$ cat src/rtl/enet_boot_copier_if.sv
// Avalon-MM write-master bus used by the boot copier to push ROM words out.
interface enet_boot_copier_if;
   logic        m_write;
   logic [31:0] m_address;
   logic [31:0] m_writedata;
   logic        m_waitrequest;

   modport master (output m_write, m_address, m_writedata, input m_waitrequest);
   modport slave  (input m_write, m_address, m_writedata, output m_waitrequest);
endinterface

$ cat src/rtl/enet_boot_copier.sv
// Copies a block of boot ROM words to an Avalon-MM destination, one word per
// ADDR/LATCH/WRITE round trip.
//
//   state    | meaning
//   ---------+-----------------------------------------------------------
//   S_IDLE   | waiting for start; validates the request
//   S_ADDR   | current word address presented to the registered ROM
//   S_LATCH  | ROM data valid; captured into the write-data register
//   S_WRITE  | Avalon write held until the slave drops waitrequest
//   S_FINISH | one-cycle done pulse
module enet_boot_copier #(
   parameter int ROM_WORDS      = 384,
   parameter int BYTES_PER_WORD = 4
) (
   input  logic                       clk,
   input  logic                       reset_n,
   input  logic                       start,
   input  logic [8:0]                 start_addr,
   input  logic [9:0]                 word_count,
   input  logic [31:0]                dst_base,
   output logic [8:0]                 rom_address,
   input  logic [31:0]                rom_readdata,
   enet_boot_copier_if.master         av,
   output logic                       busy,
   output logic                       done,
   output logic                       error
);

   typedef enum logic [2:0] {
      S_IDLE,
      S_ADDR,
      S_LATCH,
      S_WRITE,
      S_FINISH
   } state_t;

   localparam logic [10:0] ROM_LIMIT = 11'(ROM_WORDS);
   localparam logic [31:0] ADDR_STEP = 32'(BYTES_PER_WORD);

   state_t      state_q, state_d;
   logic [8:0]  addr_q;
   logic [9:0]  cnt_q;
   logic [31:0] maddr_q;
   logic [31:0] wdata_q;
   logic        error_q;

   logic [10:0] req_end;
   logic        req_zero;
   logic        req_bad;
   logic        req_load;
   logic        accept;
   logic        last_word;

   // Full 11-bit sum so an oversized request can never alias into range.
   assign req_end   = {2'b00, start_addr} + {1'b0, word_count};
   assign req_zero  = (word_count == 10'd0);
   assign req_bad   = !req_zero && (req_end > ROM_LIMIT);
   assign req_load  = (state_q == S_IDLE) && start && !req_zero && !req_bad;
   assign accept    = (state_q == S_WRITE) && !av.m_waitrequest;
   assign last_word = (cnt_q == 10'd1);

   always_comb begin
      state_d = state_q;
      case (state_q)
         S_IDLE: begin
            if (start) begin
               if (req_zero)
                  state_d = S_FINISH;
               else if (!req_bad)
                  state_d = S_ADDR;
            end
         end
         S_ADDR:   state_d = S_LATCH;
         S_LATCH:  state_d = S_WRITE;
         S_WRITE: begin
            if (accept)
               state_d = last_word ? S_FINISH : S_ADDR;
         end
         S_FINISH: state_d = S_IDLE;
         default:  state_d = S_IDLE;
      endcase
   end

   always_ff @(posedge clk or negedge reset_n) begin
      if (!reset_n) begin
         state_q <= S_IDLE;
         addr_q  <= '0;
         cnt_q   <= '0;
         maddr_q <= '0;
         wdata_q <= '0;
         error_q <= 1'b0;
      end else begin
         state_q <= state_d;
         error_q <= (state_q == S_IDLE) && start && req_bad;
         if (req_load) begin
            addr_q  <= start_addr;
            cnt_q   <= word_count;
            maddr_q <= dst_base;
         end
         if (state_q == S_LATCH)
            wdata_q <= rom_readdata;
         if (accept) begin
            cnt_q   <= cnt_q - 10'd1;
            maddr_q <= maddr_q + ADDR_STEP;
            // Holding the address on the last word keeps rom_address inside the ROM.
            if (!last_word)
               addr_q <= addr_q + 9'd1;
         end
      end
   end

   assign rom_address    = addr_q;
   assign av.m_write     = (state_q == S_WRITE);
   assign av.m_address   = maddr_q;
   assign av.m_writedata = wdata_q;
   assign busy           = (state_q != S_IDLE);
   assign done           = (state_q == S_FINISH);
   assign error          = error_q;

endmodule

$ cat src/flat_wrapper.sv
// flat-port wrapper written by rule: the top's interface ports become plain ports
module enet_boot_copier_flat 
#(
   parameter int ROM_WORDS      = 384,
   parameter int BYTES_PER_WORD = 4
)
  (clk, reset_n, start, start_addr, word_count, dst_base, rom_address, rom_readdata, busy, done, error, av_m_write, av_m_address, av_m_writedata, av_m_waitrequest);
  enet_boot_copier_if av_i ();
  input  logic clk;
  input  logic reset_n;
  input  logic start;
  input  logic [8:0] start_addr;
  input  logic [9:0] word_count;
  input  logic [31:0] dst_base;
  output logic [8:0] rom_address;
  input  logic [31:0] rom_readdata;
  output logic busy;
  output logic done;
  output logic error;
  output wire logic [$bits(av_i.m_write)-1:0] av_m_write;
  output wire logic [$bits(av_i.m_address)-1:0] av_m_address;
  output wire logic [$bits(av_i.m_writedata)-1:0] av_m_writedata;
  input wire logic [$bits(av_i.m_waitrequest)-1:0] av_m_waitrequest;
  assign av_m_write = av_i.m_write;
  assign av_m_address = av_i.m_address;
  assign av_m_writedata = av_i.m_writedata;
  assign av_i.m_waitrequest = av_m_waitrequest;
  enet_boot_copier #(.ROM_WORDS(ROM_WORDS), .BYTES_PER_WORD(BYTES_PER_WORD)) u_core (.clk(clk), .reset_n(reset_n), .start(start), .start_addr(start_addr), .word_count(word_count), .dst_base(dst_base), .rom_address(rom_address), .rom_readdata(rom_readdata), .av(av_i), .busy(busy), .done(done), .error(error));
endmodule
$ cat config.mk
export PLATFORM = sky130hd
export DESIGN_NAME = enet_boot_copier_flat
export DESIGN_NICKNAME = d
export VERILOG_FILES = /design/src/rtl/enet_boot_copier_if.sv /design/src/rtl/enet_boot_copier.sv /design/src/flat_wrapper.sv
export SDC_FILE = /design/constraint.sdc
export NUM_CORES = 1
export LEC_CHECK = 0
export BUFFER_PORTS_ARGS = -buffer_cell sky130_fd_sc_hd__buf_2
export CORE_MARGIN = 2
export CORE_UTILIZATION = 30
export DETAILED_ROUTE_END_ITERATION = 12
export SETUP_SLACK_MARGIN = 0.05
export SYNTH_ARGS = -nofsm -noshare
export SYNTH_HDL_FRONTEND = slang
export SYNTH_SLANG_ARGS = --single-unit
$ cat constraint.sdc
create_clock -name clk -period 6.4 [get_ports clk]
set_input_delay 1.28 -clock clk [delete_from_list [all_inputs] [get_ports clk]]
set_output_delay 1.28 -clock clk [all_outputs]
set_load 0.01 [all_outputs]
### Yosys cells after proc, flatten, opt, wreduce, memory -nomap -nowiden

Index checks and enable logic that the tools add are counted.

* shifts and indexed selects: 0
* bitwise gates (word level): 0
* mux-type cells: 13
* $lt $le $gt $ge: 1
* equality and inequality tests: 8
* add/sub/neg operators: 4
* divide/modulo/power cells: 0
* reduce and logical (&&, ||, !) cells: 14
* $mul: 0

Operators by type and width (number)
* two-way mux 32 bit: 2
* adder 32 x 3 -> 32 bit, second input constant: 1
* two-way mux 9 bit: 3
* two-way mux 10 bit: 2
* two-way mux 3 bit: 5
* one-hot mux 3 bit (4 select lines): 1
* adder 9 x 10 -> 11 bit: 1
* > comparator 11 x 9 -> 1 bit, second input constant: 1
* equality test 10 x 1 -> 1 bit, second input constant: 1
* zero test 10 bit: 1
* subtractor 10 x 1 -> 10 bit, second input constant: 1
* adder 9 x 1 -> 9 bit, second input constant: 1
* equality test 3 x 2 -> 1 bit, second input constant: 2
* logical AND 1 bit: 6
* equality test 3 x 1 -> 1 bit, second input constant: 1
* equality test 3 bit, second input constant: 1
* zero test 1 bit: 3
* zero test 3 bit: 1
* inequality test 3 x 2 -> 1 bit, second input constant: 1
* AND reduction 3 bit: 1
* nonzero test 3 bit: 1
* inequality test 2 x 1 -> 1 bit, second input constant: 1
* inequality test 2 bit, second input constant: 1
* nonzero test 2 bit: 1

* flip-flop bits (word level): 87
* memories: 0
* input bits: 87
* logic and storage cells: 46
* memory bits (writable): 0
* memory bits (read-only): 0
* bits in latches: 0
* output and inout bits: 77

### Logic depth before layout (Yosys ltp)

* depth in word-level cells: 8
* depth in mapped cells: 13
* depth with buffers taken out: 11

### Least setup slack after synthesis

Ideal clock, no wire load.

* kind: input port to flip-flop
* start: in start_addr[0]
* end: reg u_core.maddr_q[4] (netlist: u_core.av.m_address[4])
* stages on the path: 12
* required time: 6.274 ns
* setup slack: 2.450 ns
* setup time: 0.126 ns
* path buffers: 1
* arrival: 3.824 ns
* path through: ha_1 > inv_1 > fa_1 > nand2b_1 > a21oi_1 > o22ai_1 > a31o_2 > a211o_1 > a211oi_4 > buf_4 > mux2i_1 > a221o_1

* longest elaborated chain between the ends: 6

RTL lines
* start, declared: line flat_wrapper.sv:12 `input logic [8:0] start_addr;`
* adder 9 x 10 -> 11 bit: line enet_boot_copier.sv:55 `assign req_end = {2'b00, start_addr} + {1'b0, word_count};`
* > comparator 11 x 9 -> 1 bit: line enet_boot_copier.sv:57 `assign req_bad = !req_zero && (req_end > ROM_LIMIT);`
* logical AND 1 bit: line enet_boot_copier.sv:57
* zero test 1 bit: line enet_boot_copier.sv:58 `assign req_load = (state_q == S_IDLE) && start && !req_zero && !req_bad;`
* logical AND 1 bit: line enet_boot_copier.sv:58
* nonzero test 2 bit (no line)
* end signal, assigned: line enet_boot_copier.sv:98 `maddr_q <= dst_base;`
* end signal, assigned: line enet_boot_copier.sv:104 `maddr_q <= maddr_q + ADDR_STEP;`
* end, declared: line enet_boot_copier.sv:43 `logic [31:0] maddr_q;`

Every way passes these cells.
A chain may end at the register's enable or synchronous reset.

### Worst setup path after layout

* start: in start_addr[0]
* end: reg u_core.cnt_q[1]

* longest elaborated chain between the ends: 6

RTL lines
* adder 9 x 10 -> 11 bit: line enet_boot_copier.sv:55
* > comparator 11 x 9 -> 1 bit: line enet_boot_copier.sv:57
* logical AND 1 bit: line enet_boot_copier.sv:57
* zero test 1 bit: line enet_boot_copier.sv:58
* logical AND 1 bit: line enet_boot_copier.sv:58
* nonzero test 2 bit (no line)
* end signal, assigned: line enet_boot_copier.sv:97 `cnt_q <= word_count;`
* end signal, assigned: line enet_boot_copier.sv:103 `cnt_q <= cnt_q - 10'd1;`
* end, declared: line enet_boot_copier.sv:42 `logic [9:0] cnt_q;`

Every way passes these cells.

==> out/qor.csv <==
metric;value;unit
r2r_cells;6;
post_cts_buffers;0;
dp_hpwl;8877;um
seqPwrFrac;40.8;%
synth_top_area_share;47.19;%
clock.fmax;221.4;MHz
rrSetupSlack;3.57;ns
drt-total-wl;12000;um
vias_per_cell;5.101;
path_class;in2reg;
crit_required;6.62;ns
core_area;15090;um2
grt_busiest_layer;met2;
synthTopCellsByArea;dfrtp_1 47%, mux2_2 8.3%, o21ai_0 4.9%;
clkTransAtPathRegs;0.06;ns
ctsLongestPathBuffers;2;
cts_inserted_buffers;9;
grt_use_met3;2.963;%
drc;0;
power_frac_clock;21.9;%
num_vias;4224;
yosysWarnings;0;
synth_compound_area_share;18.66;%
synthesis.nets;576;
antenna_found_initial;0;
min_period;4.517;ns
grt_pass1_vias;3981;
ys_seq_elements;87;
synth-simple-area-share;18.25;%
num_antenna_cells;0;
cts_max_level;3;
synth_edf_count;0;
synth_ff_type;dfrtp_1;
cp_max_fo;66;
use_met2;23.09;%
cts.sinks;87;
max_cap_violations;0;
status;finished, final reports clean;
grt_pass1_wl;19400;um
rsz0062_at_grt;false;
postRouteAntennaNets;0;
power_frac_comb;37.3;%
syn2layout_area_growth;28.94;%
fin_worst_skew;0.009213;ns
synth_common_cells;87 x dfrtp_1, 49 x nand2_1, 45 x o21ai_0, 40 x nor2_1, 34 x mux2_2;
clk_latency;0.34;ns
hold_buffers;0;
die_area;16390;um2
dr.first_iter.drc_count;224;
critPathCaptureType;flop;
place_inst;812;
p_sw;0.9360;mW
netlist_area;4613;um2
r2r_end;u_core.cnt_q[1];
muxShareOfSynthArea;8.733;%
worst_slew_pin_slew;1.124;ns
cts_tree;done;
synthMostInstantiatedCell;dfrtp_1;
final_nets;736;
holdPathEnd;u_core.av.m_address[1];
relSlewSlack;25.04;%
final.setup.tns;0;ns
slowest_stage;a211oi_4;
hold_viol_final;0;
critPathMaxStageDelay;0.68;ns
firstDrtPassIters;5;
die_w;128.0;um
avgSynthCellArea;9.712;um2
irDropWorstVdd;0.1394;mV
synth_top_family_by_area;compound AO/OA/AOI/OAI gates;
grtUsageTotal;14.83;%
post-route-util;39.42;%
numPortBuffers;163;
path_cells;buf_2, ha_1, inv_1, fa_1, nand2b_1, a21oi_1, o22ai_1, a31o_2, a211o_1, a211oi_4, buf_12, nor2_1, a221o_1;
total_leakage_power;2.798;nW
power;2.537;mW
grt_max_degree;88;
start_kind;primary input;
synth_largest_area_cell;dfrtp_1;
ios;164;
cp.arrival;4.74;ns
p_per_area;426.5;nW/um2
holdPathStages;1;
routedWlPerCell;14.49;um
yosysSeqAreaShare;47.19;%
start_util;30.57;%
post-route-period-util;70.58;%
setup_viol;0;
holdCritStartpoint;u_core.av.m_address[1];
synthXorXnorAreaFrac;0.5696;%
die_y;128.0;um
gr-usage-met1;20.18;%
drive_above_1_share;35.47;%
cts-root-buf;clkbuf_16;
overflow;0;
netlist_instances;475;
ys_types;53;
p_sw_share;36.90;%
reg2reg_from;u_core.state_q[1];
hold_class;reg2reg;
synth-async-reset-ratio;100.0;%
fin_cells;828;
place.gp.congestion;0.8237;
cell_internal_pwr;1.601;mW
cts-resized-gates;0;
drv_slew;0;
num_rows;45;
synthAdderAreaFrac;3.960;%
[cell type report]
class | count | area (um2)
clock buffer | 11 | 252.7
clock inverter | 5 | 63.81
fill | 1522 | 9141
inverter | 13 | 48.80
multi-input combinational | 358 | 2317
sequential | 87 | 2177
tap | 188 | 235.2
timing repair buffer | 166 | 853.3
[logic make-up (layout without fill, tap and decap cells)]
family                   count (synthesis)  in the layout
AO/OA/AOI/OAI                          132            132
AND/OR/NAND/NOR                        173            173
buffers and inverters                   30            195
multiplexers                            36             36
flip-flops                              87             87
adder cells (fa/ha/maj)                 14             14
XOR/XNOR                                 3              3
[through the flow]
step           hold slack (ns)  instance area [um2]  worst slack, ns
2_1_floorplan           0.4595                 4613            2.450
3_3_place_gp            0.4829                 5632            1.667
3_5_place_dp            0.4895                 5632            1.544
4_1_cts                 0.5042                 5948            1.927
5_1_grt                 0.5152                 5948            1.627
6_report                0.5002                 5948            1.883
[worst max-delay path by stage]
stage               slack (ns)  depth (start not counted)     startpoint                endpoint
floorplan                 2.45                         12  start_addr[0]  u_core.av.m_address[4]
global placement          1.67                         13  start_addr[0]  u_core.av.m_address[2]
detailed placement        1.54                         13  word_count[0]  u_core.av.m_address[2]
CTS                       1.93                         13  start_addr[0]         u_core.cnt_q[1]
global route              1.63                         13  start_addr[0]         u_core.cnt_q[1]
finish                    1.88                         13  start_addr[0]         u_core.cnt_q[1]
[placed cells by master (no fill, tap or decap), types with 6 or more instances in the layout]
cell | synthesis | final
dfrtp_1 | 87 | 87
and3_1 | 12 | 12
ha_1 | 13 | 13
nand3_1 | 16 | 16
mux2_2 | 34 | 34
clkbuf_16 | 0 | 9
nor4_1 | 6 | 6
a221o_1 | 6 | 6
o21ai_0 | 45 | 45
nor3_1 | 18 | 18
nand2_1 | 49 | 49
nor2_1 | 40 | 39
a211o_1 | 6 | 6
and2_1 | 7 | 7
buf_2 | 4 | 162
a21oi_1 | 33 | 33
inv_1 | 13 | 13
[worst max-delay path, delay by kind of cell]
family                   cells  cell delay, ns
adder cells (fa/ha/maj)      2            0.56
AND/OR/NAND/NOR              2            0.29
buffers and inverters        3            0.51
AO/OA/AOI/OAI                6            2.07
[registers in the layout, summed over array words and instances, names as in the netlist]
register	flops
u_core.av.m_address	32
u_core.av.m_writedata	32
u_core.cnt_q	10
u_core.error	1
u_core.rom_address	9
u_core.state_q	3
[metal layers]
| metal | vias up | part of all wire [%] | routed length (um) |
|---|---|---|---|
| li1 | 2069 | - | - |
| met3 | 17 | 5.2 | 619 |
| met4 | 0 | 1.6 | 197 |
| met1 | 1979 | 48 | 5763 |
| met5 | - | 0 | 0 |
| met2 | 159 | 45 | 5417 |
[power by group through the flow]
stage | logic [mW] | registers, mW | clock network, mW
floorplan | 0.481 | 1.11 | 0
global placement | 0.941 | 1.03 | 0
detailed placement | 0.963 | 1.04 | 0
CTS | 0.962 | 1.04 | 0.580
global route | 1.07 | 1.08 | 0.600
finish | 0.946 | 1.04 | 0.554
Power figures use the tool's default switching activity.
